File: src/rtl/fir_seq_ctrl.sv
// rtl/fir_seq_ctrl.sv - host-to-FIR sequencer: setup wait, coefficient burst, sample stream, result retime
// Optional FIR_CTRL_SAT_EN: clamp results to the sample range and add sticky sat_flag.
module fir_seq_ctrl #(
    parameter int TAP_SIZE     = 3,
    parameter int NBR_OF_TAPS  = 3,
    parameter int X_N_SIZE     = 8,
    parameter int Y_N_SIZE     = 11,
    parameter int SETUP_CYCLES = 4,
    parameter int FIR_LATENCY  = 2
) (
    input  logic                clk,
    input  logic                reset,
    input  logic [X_N_SIZE-1:0] in_data,
    input  logic                in_coef,
    input  logic                in_valid,
    output logic                in_ready,
    output logic [X_N_SIZE-1:0] fir_x_n,
    output logic                fir_tvalid,
    output logic                fir_set_coeffs,
    input  logic [Y_N_SIZE-1:0] fir_y_n,
    output logic [Y_N_SIZE-1:0] out_data,
    output logic                out_valid,
    output logic                cfg_done,
`ifdef FIR_CTRL_SAT_EN
    output logic                sat_flag,
`endif
    output logic                busy
);

    localparam int SET_W  = $clog2(SETUP_CYCLES + 1);
    localparam int COEF_W = $clog2(NBR_OF_TAPS + 1);
    localparam logic [FIR_LATENCY-1:0] VLD_LOW = {FIR_LATENCY{1'b1}} >> 1;

    typedef enum logic [2:0] {
        WAIT_SETUP, IDLE, COLLECT, CFG_ENTER, CFG_BURST, CFG_HOLD, STREAM, DRAIN
    } state_t;

    state_t                 state, state_d;
    logic [SET_W-1:0]       setup_cnt, setup_d;
    logic [COEF_W-1:0]      coef_cnt, coef_d, shadow_idx, burst_idx;
    logic [TAP_SIZE-1:0]    shadow [NBR_OF_TAPS];
    logic [TAP_SIZE-1:0]    coef_sel;
    logic                   shadow_we;
    logic [X_N_SIZE-1:0]    x_d;
    logic                   tvalid_d, set_d, done_d, busy_d;
    logic [FIR_LATENCY-1:0] vld;
    logic [Y_N_SIZE-1:0]    result_d;
    logic                   accept;

    always_comb begin
        case (state)
            IDLE:    in_ready = 1'b1;
            COLLECT: in_ready = in_coef;
            STREAM:  in_ready = ~in_coef;
            default: in_ready = 1'b0;
        endcase
    end

    assign accept = in_valid & in_ready;

    always_ff @(posedge clk or negedge reset) begin
        if (!reset) state <= WAIT_SETUP;
        else        state <= state_d;
    end

    always_comb begin
        state_d = state;
        case (state)
            WAIT_SETUP: if (setup_cnt == SET_W'(SETUP_CYCLES - 1)) state_d = IDLE;
            IDLE: begin
                if (accept) begin
                    if (!in_coef)              state_d = STREAM;
                    else if (NBR_OF_TAPS == 1) state_d = CFG_ENTER;
                    else                       state_d = COLLECT;
                end
            end
            COLLECT:   if (accept && coef_cnt == COEF_W'(NBR_OF_TAPS - 1)) state_d = CFG_ENTER;
            CFG_ENTER: state_d = CFG_BURST;
            CFG_BURST: if (coef_cnt == COEF_W'(NBR_OF_TAPS - 1)) state_d = CFG_HOLD;
            CFG_HOLD:  state_d = IDLE;
            STREAM:    if (!accept) state_d = DRAIN;
            // Leave once the last tag will have shifted into the exit slot this edge.
            DRAIN:     if ((vld & VLD_LOW) == '0) state_d = IDLE;
            default:   state_d = WAIT_SETUP;
        endcase
    end

    always_comb begin
        setup_d    = setup_cnt;
        coef_d     = coef_cnt;
        shadow_we  = 1'b0;
        shadow_idx = coef_cnt;
        burst_idx  = '0;
        coef_sel   = '0;
        x_d        = fir_x_n;
        tvalid_d   = 1'b0;
        set_d      = 1'b0;
        done_d     = 1'b0;
        if (state == WAIT_SETUP) setup_d = setup_cnt + 1'b1;
        if (accept && in_coef) begin
            shadow_we  = 1'b1;
            shadow_idx = (state == IDLE) ? '0 : coef_cnt;
            coef_d     = shadow_idx + 1'b1;
        end
        if (accept && !in_coef) begin
            x_d      = in_data;
            tvalid_d = 1'b1;
        end
        if (state == CFG_BURST) burst_idx = coef_cnt + 1'b1;
        for (int i = 0; i < NBR_OF_TAPS; i++)
            if (burst_idx == COEF_W'(i)) coef_sel = shadow[i];
        case (state_d)
            CFG_ENTER: begin
                set_d  = 1'b1;
                x_d    = '0;
                coef_d = '0;
            end
            CFG_BURST: begin
                set_d  = 1'b1;
                x_d    = X_N_SIZE'($signed(coef_sel));
                coef_d = burst_idx;
            end
            CFG_HOLD: done_d = 1'b1;
            default:  ;
        endcase
        busy_d = (state_d != IDLE);
    end

`ifdef FIR_CTRL_SAT_EN
    localparam logic signed [Y_N_SIZE-1:0] SAT_HI = Y_N_SIZE'(2 ** (X_N_SIZE - 1) - 1);
    localparam logic signed [Y_N_SIZE-1:0] SAT_LO = Y_N_SIZE'(-(2 ** (X_N_SIZE - 1)));
    logic clip;

    always_comb begin
        result_d = fir_y_n;
        clip     = 1'b0;
        if ($signed(fir_y_n) > SAT_HI) begin
            result_d = SAT_HI;
            clip     = 1'b1;
        end else if ($signed(fir_y_n) < SAT_LO) begin
            result_d = SAT_LO;
            clip     = 1'b1;
        end
    end

    always_ff @(posedge clk or negedge reset) begin
        if (!reset)                          sat_flag <= 1'b0;
        else if (vld[FIR_LATENCY-1] && clip) sat_flag <= 1'b1;
    end
`else
    assign result_d = fir_y_n;
`endif

    always_ff @(posedge clk or negedge reset) begin
        if (!reset) begin
            setup_cnt      <= '0;
            coef_cnt       <= '0;
            for (int i = 0; i < NBR_OF_TAPS; i++) shadow[i] <= '0;
            fir_x_n        <= '0;
            fir_tvalid     <= 1'b0;
            fir_set_coeffs <= 1'b0;
            cfg_done       <= 1'b0;
            busy           <= 1'b0;
            vld            <= '0;
            out_data       <= '0;
            out_valid      <= 1'b0;
        end else begin
            setup_cnt      <= setup_d;
            coef_cnt       <= coef_d;
            for (int i = 0; i < NBR_OF_TAPS; i++)
                if (shadow_we && shadow_idx == COEF_W'(i)) shadow[i] <= in_data[TAP_SIZE-1:0];
            fir_x_n        <= x_d;
            fir_tvalid     <= tvalid_d;
            fir_set_coeffs <= set_d;
            cfg_done       <= done_d;
            busy           <= busy_d;
            // Each driven sample's tag emerges when its result is on fir_y_n.
            vld            <= (vld << 1) | FIR_LATENCY'(fir_tvalid);
            out_valid      <= vld[FIR_LATENCY-1];
            if (vld[FIR_LATENCY-1]) out_data <= result_d;
        end
    end

endmodule

File: config.mk
export PLATFORM = sky130hd
export DESIGN_NAME = fir_seq_ctrl
export DESIGN_NICKNAME = d
export VERILOG_FILES = /design/src/rtl/fir_seq_ctrl.sv
export SDC_FILE = /design/constraint.sdc
export NUM_CORES = 1
export LEC_CHECK = 0
export ABC_AREA = 1
export BUFFER_PORTS_ARGS = -buffer_cell sky130_fd_sc_hd__buf_2
export CAP_MARGIN = 20
export CORE_UTILIZATION = 57
export CTS_CLUSTER_DIAMETER = 150
export CTS_CLUSTER_SIZE = 40
export DETAILED_ROUTE_END_ITERATION = 8
export PLACE_DENSITY = 0.84
export SLEW_MARGIN = 20
export SYNTH_ARGS = -nofsm -noshare
export SYNTH_HDL_FRONTEND = slang
export SYNTH_SLANG_ARGS = --single-unit
File: constraint.sdc
create_clock -name clk -period 3.8 [get_ports clk]
set_input_delay 0.38 -clock clk [delete_from_list [all_inputs] [get_ports clk]]
set_output_delay 0.38 -clock clk [all_outputs]
set_load 0.03 [all_outputs]
Word-level counts from Yosys, hierarchy flattened
Cells that the tools add are included.

word-level totals
  bits in registers = 43
  latch bits = 0
  bits in writable memories = 0
  bits in read-only memories = 0
  bits of input ports = 23
  output and inout bits = 25
  word-level logic and storage cells = 74
  memories kept = 0

operators by class
  add/sub/neg operators = 3
  multipliers = 0
  div/mod/pow operators = 0
  magnitude comparators = 0
  eq/ne operators = 17
  shift operators = 0
  muxes and demuxes = 23
  bitwise gates (word level) = 3
  reductions and logical operators = 14

operators with widths
  operator                                                count
  2-to-1 mux 3 bit                                        10
  case mux 3 bit (8 select lines)                         1
  equality test 3 bit (second input constant)             6
  case mux 8 bit (2 select lines)                         1
  equality test 3 x 2 -> 1 bit (second input constant)    4
  2-to-1 mux 2 bit                                        4
  2-to-1 mux 8 bit                                        1
  equality test 2 bit (second input constant)             3
  logical AND 1 bit                                       6
  zero test 2 bit                                         3
  nonzero test 3 bit                                      2
  adder 2 x 1 -> 2 bit (second input constant)            2
  equality test 2 x 1 -> 1 bit (second input constant)    2
  2-to-1 mux 1 bit                                        4
  case mux 2 bit (2 select lines)                         1
  adder 3 x 1 -> 3 bit (second input constant)            1
  equality test 3 x 1 -> 1 bit (second input constant)    1
  zero test 3 bit                                         1
  inequality test 3 x 1 -> 1 bit (second input constant)  1
  case mux 1 bit (3 select lines)                         1
  OR 2 x 1 -> 2 bit                                       1
  OR reduction 2 bit                                      1
  AND 1 bit                                               1
  zero test 1 bit                                         1
  NOT 1 bit                                               1

Longest topological paths before layout
Gate-level depths: netlist of the first run.

  depth in word-level cells = 9
  gate-level depth with buffers = 14
  depth with buffers taken out = 13

Least setup slack after synthesis of the first run
Ideal clock, no wire load.

  path kind = reg-to-reg
  start point = register state[2]
  end point = register fir_x_n[0]
  setup time = 0.118 ns
  arrival time = 1.686 ns
  required time = 3.682 ns
  setup slack = 1.996 ns
  stages on the path, launching flop included = 13
  path buffers = 0
  clock period less this slack = 1.804 ns
  cell sequence = dfrtp_1 inv_1 nand4_1 nand3_2 nand3_1 nand2_1 nand2_1 nand2_2 nand2_4 a21boi_4 nand2_4 nand2_1 nand2_1

on the way
  word-level cells in the longest chain between the ends = 8
  elaborated cells on any way between the ends = 30
  classes of those cells = eq/ne (11); mux (13); bitwise (1); reduce/logical (5)

RTL lines
  item                                                                          RTL line  RTL
  from (decl)                                                                   38        state_t state, state_d;
  from (signal assigned)                                                        63        else state <= state_d;
  equality test 3 bit (tied with other cells)                                   51        case (state)
  case mux 1 bit (3 select lines) (*)                                           51
  named net in_ready                                                            16        output logic in_ready,
  AND 1 bit (*)                                                                 59        assign accept = in_valid & in_ready;
  logical AND 1 bit                                                             77        COLLECT: if (accept && coef_cnt == COEF_W'(NBR_OF_TAPS - 1)) state_d = CFG_ENTER;
  2-to-1 mux 3 bit                                                              77
  case mux 3 bit (8 select lines)                                               68        case (state)
  equality test 3 bit / equality test 3 x 2 -> 1 bit (equally long branches)    112       case (state_d)
  case mux 8 bit (2 select lines) / nonzero test 3 bit (equally long branches)  n/a
  to (signal assigned)                                                          159       fir_x_n <= '0;
  to (signal assigned)                                                          172       fir_x_n <= x_d;
  to (decl)                                                                     17        output logic [X_N_SIZE-1:0] fir_x_n,

The timed path passes the listed nets; every way through them passes the cells marked *.
A chain may end at the register's enable or synchronous reset.

Worst setup path in the final report of the first run
  start point = register state[2]
  end point = register fir_x_n[5]

on the way
  word-level cells in the longest chain between the ends = 8
  elaborated cells on any way between the ends = 30
  classes of those cells = eq/ne (11); mux (13); bitwise (1); reduce/logical (5)

RTL lines
  item                                                                          RTL line
  equality test 3 bit (tied with other cells)                                   51, 68
  case mux 1 bit (3 select lines)                                               51
  AND 1 bit                                                                     59
  logical AND 1 bit                                                             77
  2-to-1 mux 3 bit                                                              77
  case mux 3 bit (8 select lines)                                               68
  equality test 3 bit / equality test 3 x 2 -> 1 bit (equally long branches)    112
  case mux 8 bit (2 select lines) / nonzero test 3 bit (equally long branches)  n/a

Several ways; a longest one is shown, not always the timed one.

==> results of run 1 <==
[placed cells by master (no fill, tap or decap)]
master	instances
nand4_1	2
a21oi_1	2
nand2_4	4
nand3_1	28
a21boi_4	1
nor3_2	2
nor2b_4	1
o221ai_4	1
nand3b_1	1
clkbuf_1	1
nor2_1	10
nand3_2	1
nand2_1	65
o21a_1	6
clkinv_1	1
inv_2	2
o21ai_0	8
buf_2	47
dfrtp_1	43
nand2_2	3
clkbuf_4	5
xnor2_1	1
inv_1	19
nor2_2	2
bufinv_16	2
or2_2	1
mux2_2	12
ha_1	3
[area by class of cell]
cell class              count  area (um2)
inverters                  22        82.6
repair buffers             47         235
well taps                  46        57.6
clock buffers               6        41.3
clock inverters             2        60.1
flip-flops and latches     43        1080
fillers                   292         973
multi-input cells         154         890
[worst min path at each step]
stage | slack [ns] | from | cells after the start | to
floorplan | 0.08 | reset | 0 | busy
global placement | 0.35 | fir_tvalid | 0 | vld[0]
detailed placement | 0.36 | fir_tvalid | 0 | vld[0]
CTS | 0.16 | reset | 1 | cfg_done
global route | 0.21 | reset | 1 | cfg_done
finish | 0.13 | reset | 1 | cfg_done
[power by group]
group | total, uW | internal [uW] | switching [uW]
clock | 354 | 205 | 149
combinational | 1200 | 416 | 788
sequential | 795 | 667 | 128
total | 2350 | 1290 | 1060
[state kept, by name (all words and copies together), names as in the netlist, 2 cells and up]
signal,flops
coef_cnt,2
fir_x_n,8
out_data,11
setup_cnt,3
shadow,9
state,3
vld,2
[metrics by stage]
step	power (uW)	setup slack [ns]
floorplan	1740	2.00
global placement	1970	1.83
detailed placement	2010	1.75
CTS	2370	1.67
global route	2540	1.46
finish	2350	1.65
[cells by family after synthesis]
family	synth area share, %
AND/OR/NAND/NOR	27.3
flip-flops	51.7
buffers and inverters	5.47
AO/OA/AOI/OAI	6.74
multiplexers	6.50
adder cells (fa/ha/maj)	1.81
XOR/XNOR	0.421
[layer usage]
layer	global-route usage, %	part of all wire, %	vias to the layer above
li1	-	-	826
met1	29.8	45	794
met2	38.6	50	46
met3	4.38	4.0	6
met4	11.6	1.3	0
met5	0	0	-
==> flow_summary.yaml, run 1 <==
placed_design:
  dp_hpwl_mm: 2.99
  post-place-cells: 312
  portBuffers: 47
  postPlaceCellArea_um2: 2340
  place_congestion: 0.853
worst_setup_path:
  crit_fanout: 11
  crit_cells: 10
  critPathRequiredTime_ns: 4.06
  worstSetupPathType: "flip-flop to flip-flop"
  slowest_stage: "dfrtp_1"
  rrSetupSlack_ns: 1.65
  cp_common_cell: "nand2_1"
  r2r_end: "fir_x_n[5]"
  r2r_start: "state[2]"
  endpoint: "fir_x_n[5]"
  rr_worst_depth: 10
  worst-path-buf-inv: 1
  path_cells: "inv_1 > nand4_1 > nand3_2 > nand2_2 > o21ai_0 > nand2_1 > a21boi_4 > nand2_4 > nand2_1 > nand2_1"
  arrival_ns: 2.41
  start_kind: "flip-flop"
  path_delay_family: "simple AND/OR/NAND/NOR gates"
  max_stage_delay_ns: 0.46
  worstSetupEndpointType: "flip-flop"
  worstSetupStartpoint: "state[2]"
logic_synthesis:
  ys_ff_latch: 43
  synth_top_area_share_pct: 51.7
  synth_area_per_cell_um2: 9.33
  synth_common_cells: "nand2_1 (65), dfrtp_1 (43), nand3_1 (28)"
  synthesis.instances: 223
  synthTopCellsByArea: "dfrtp_1 (52%), nand2_1 (12%), nand3_1 (6.7%)"
  ys_warn_count: 0
  ys_seq_area_share_pct: 51.7
  synthFlopType: "dfrtp_1"
  synth_area_um2: 2080
  async_flop_share_pct: 100
  synthesis.nets: 249
  synth_most_common_cell: "nand2_1"
  synth_enable_flop_cells: 0
  yosysTopAreaCell: "dfrtp_1"
  ys_types: 27
detailed_routing:
  wirelength_mm: 4.08
  drt-pass1-iter-count: 4
  ant_nets: 0
  wl_per_cell_um: 12.7
  vias: 1672
  drtIter0Drc: 189
  vias_per_cell: 5.23
  post-route-drc-count: 0
job:
  maxCapViolations: 0
clocking:
  h-tree-depth: 2
  worst_skew_pair.late_latency_ns: 0.36
  cts_root_buf: "clkbuf_4"
  cts.path.max_buffers: 2
  cts_resized: 0
  cts_hold_buf: 0
  cts_tree: "yes"
  clock-sinks: 43
  cts-buffers-inserted: 5
  clkTransAtPathRegs_ns: 0.13
  cts_setup_buffers: 0
sta:
  tightest_slew_ns: 0.919
  finalHoldViolCount: 0
  fmax_ghz: 0.465
  clock_skew_ns: 0.0121
  relSlewSlack_pct: 38.7
  min_period_ns: 2.15
  whs_ns: 0.135
  rsz0062_at_grt: "no"
  fin_tns_setup_ns: 0
  setup_viol: 0
  post-route-period-util_pct: 56.6
  maxSlewViolCount: 0
final_layout:
  syn2layout_area_growth_pct: 17.4
  antenna_cells: 0
  nets: 299
  final_area_um2: 2440
  final_cells: 320
  drive_gt1_share_pct: 30.7
  utilization_pct: 71.5
power_and_ir_drop:
  powerDensity_nw_per_um2: 963
  ir_drop_mv: 0.468
  power_leakage_uw: 0.00132
global_routing:
  antenna_found_initial: 0
  grt_pass1_vias: 1600
  grtUsageTotal_pct: 23.5
  grt_pass1_wl_mm: 7.07
  gr-total-overflow: 0
  grt_max_degree: 44
run_status:
  status: "complete, no violations"
floorplan:
  io_pins: 48
  fp.dieH_um: 62.4
  die_area_um2: 3890
  std_cell_rows: 21
  core_area_um2: 3420
  die_width_um: 62.4
  initial_core_util_pct: 60.9
hold_path:
  hp-class: "input pin to async pin"
(Power assumes the default switching activity.)
==> inputs of run 2 (changes only) <==
ABC_AREA = 0   (was 1)
CORE_UTILIZATION = 48   (was 57)
PLACE_DENSITY = 0.75   (was 0.84)
clock period = 1.75 ns   (was 3.8 ns; I/O delays follow)
==> flow_summary.yaml, run 2 <==
worst_setup_path:
  critPathRequiredTime_ns: 1.93
  slowest_stage: "dfrtp_2"
  max_stage_delay_ns: 0.51
  path_delay_family: "flip-flops"
  worstSetupPathType: "flip-flop to flip-flop"
  cp_common_cell: "buf_4"
  start_kind: "flip-flop"
  path_cells: "buf_4 > nor3b_4 > buf_4 > mux2i_1 > a31o_1 > a31oi_1"
  arrival_ns: 1.87
  worstSetupEndpointType: "flip-flop"
  crit_fanout: 13
  worst-path-buf-inv: 2
detailed_routing:
  wl_per_cell_um: 14.3
  ant_nets: 0
  drtIter0Drc: 101
  wirelength_mm: 4.20
  vias: 1575
  vias_per_cell: 5.36
  drt-pass1-iter-count: 4
  post-route-drc-count: 0
power_and_ir_drop:
  p_sw_share_pct: 41.0
  powerDensity_nw_per_um2: 2010
  intPower_uw: 3180
  p_seq_share_pct: 32.7
  pwr-share-clk_pct: 13.6
  power_leakage_uw: 0.00127
  p_switching_uw: 2210
  ir_drop_mv: 0.681
  p_comb_share_pct: 53.7
  power_uw: 5390
floorplan:
  core_area_um2: 4120
  initial_core_util_pct: 51.2
  std_cell_rows: 23
  io_pins: 48
  die_area_um2: 4660
  fp.dieH_um: 68.3
  die_width_um: 68.3
final_layout:
  antenna_cells: 0
  layout_commonest_cell: "buf_2"
  drive_gt1_share_pct: 42.6
  top_regs: "out_data x11, shadow x9, fir_x_n x8"
  multi_input_area_um2: 1010
  nFillCells: 337
  final_area_um2: 2690
  ff_latch_area_um2: 1080
  regMostFlops: "out_data"
  layout_common_cells: "buf_2 (46), dfrtp_1 (41), buf_4 (18)"
  syn2layout_area_growth_pct: 27.4
  largest_reg_flops: 11
  utilization_pct: 65.2
  nets: 270
sta:
  clock_skew_ns: 0.00754
  tightest_slew_ns: 0.524
  post-route-period-util_pct: 96.9
  maxSlewViolCount: 0
  relSlewSlack_pct: 65.1
  fmax_ghz: 0.589
  whs_ns: 0.115
  fin_tns_setup_ns: 0
  min_period_ns: 1.70
  finalHoldViolCount: 0
  setup_viol: 0
clocking:
  clock-sinks: 43
  clkTransAtPathRegs_ns: 0.08
  cts.path.max_buffers: 2
  cts_tree: "yes"
  cts_root_buf: "clkbuf_8"
  worst_skew_pair.late_latency_ns: 0.29
  cts-buffers-inserted: 5
  h-tree-depth: 2
logic_synthesis:
  ys_ff_latch: 43
  synth_top_area_share_pct: 51.1
  synthesis.nets: 206
  synthFlopType: "dfrtp_1"
  synthTopCellsByArea: "dfrtp_1 (51%), mux2_2 (6.4%), mux2_1 (4.8%)"
  synthesis.instances: 180
  synth_most_common_cell: "dfrtp_1"
  async_flop_share_pct: 100
  ys_seq_area_share_pct: 51.1
  synth_enable_flop_cells: 0
  ys_types: 50
  synth_area_um2: 2110
  ys_warn_count: 0
  synth_common_cells: "dfrtp_1 (43), nand2_1 (14), mux2_2 (12)"
  synth_area_per_cell_um2: 11.7
  yosysTopAreaCell: "dfrtp_1"
run_status:
  status: "complete, no violations"
placed_design:
  dp_hpwl_mm: 2.97
  postPlaceCellArea_um2: 2490
  portBuffers: 47
  place_congestion: 0.869
global_routing:
  grt_pass1_vias: 1465
  grt_pass1_wl_mm: 6.80
  grtUsageTotal_pct: 19.9
  antenna_found_initial: 0
  gr-total-overflow: 0
  grt_max_degree: 44
hold_path:
  hp-class: "input pin to flip-flop"
job:
  maxCapViolations: 0
## run 2: cell types whose count changed in the layout (fill, tap and decap cells not counted), moves of 5 or more
cell	delta
nor3_1	+8
mux2_1	+9
nand2_1	-51
nor2_1	-7
clkbuf_8	+5
o21ai_0	-7
buf_4	+18
inv_1	-17
nand3_1	-24
a31oi_1	+8
## run 2: repair_timing
item | 4_1_cts | 5_1_grt
endpoints found under the hold margin | 43 | 0
hold buffers | 1 | 0
gates resized for setup | 5 | 11
pin swaps | 0 | 1
setup buffers | 0 | 2
setup endpoints to repair | 7 | 14
## run 2: layout make-up
cell class / count / share of cell area [%]
Clock buffer: 6 / 2.70
Clock inverter: 1 / 1.12
Inverter: 4 / 0.746
Multi-Input combinational cell: 122 / 37.5
Sequential cell: 43 / 40.2
Tap cell: 50 / 2.33
Timing Repair Buffer: 68 / 15.4
## run 2: worst paths after layout
| check | start | end | slack [ns] | cells after the start |
|---|---|---|---|---|
| setup / recovery | state[0] | fir_x_n[1] | 0.05 | 6 |
| hold / removal | fir_y_n[1] | out_data[1] | 0.11 | 2 |
| setup reg to reg | state[0] | fir_x_n[1] | 0.05 | 6 |
| hold reg to reg | fir_tvalid | vld[0] | 0.38 | 0 |
| max in group asynchronous | reset | state[0] | 0.90 | 3 |
| min in group asynchronous | reset | setup_cnt[2] | 0.48 | 3 |
## run 2: kinds of logic after synthesis
| family | Yosys count | share of synthesized area [%] |
|---|---|---|
| and+or+nand+nor | 56 | 16.7 |
| DFF | 43 | 51.1 |
| AOI/OAI and AO/OA | 37 | 12.6 |
| muxes | 24 | 12.6 |
| buffers and inverters | 15 | 4.27 |
| adders and majority gates | 3 | 1.78 |
| xor gates and xnor gates | 2 | 0.832 |
## run 2: power by group through the flow
stage               combinational (uW)  sequential (uW)  clock, uW
finish                            2900             1760        735
global route                      3160             1830        804
CTS                               2790             1750        750
detailed placement                2750             1760          0
global placement                  2700             1740          0
floorplan                         1520             2190          0
## run 2: metal layers
metal	vias to the layer above	GRT usage (%)	share of wire, %
met4	0	7.55	0.93
met1	748	25.9	46
met2	38	31.6	48
met5	-	0	0
met3	4	4.83	4.1
li1	785	-	-
## run 2: worst reg2reg max path: cells and delay by family, from the launching register on
| kind | cells | cell delay [ns] |
|---|---|---|
| AO/OA/AOI/OAI | 2 | 0.23 |
| buffers and inverters | 2 | 0.37 |
| flip-flops | 1 | 0.51 |
| multiplexers | 1 | 0.19 |
| AND/OR/NAND/NOR | 1 | 0.28 |
## run 2: through the flow
stage	setup slack (ns)	cells
3_3_place_gp	-0.00249	284
4_1_cts	0.00164	292
5_1_grt	-0.00692	294
2_1_floorplan	-0.106	180
6_report	0.0535	294
3_5_place_dp	-0.116	284
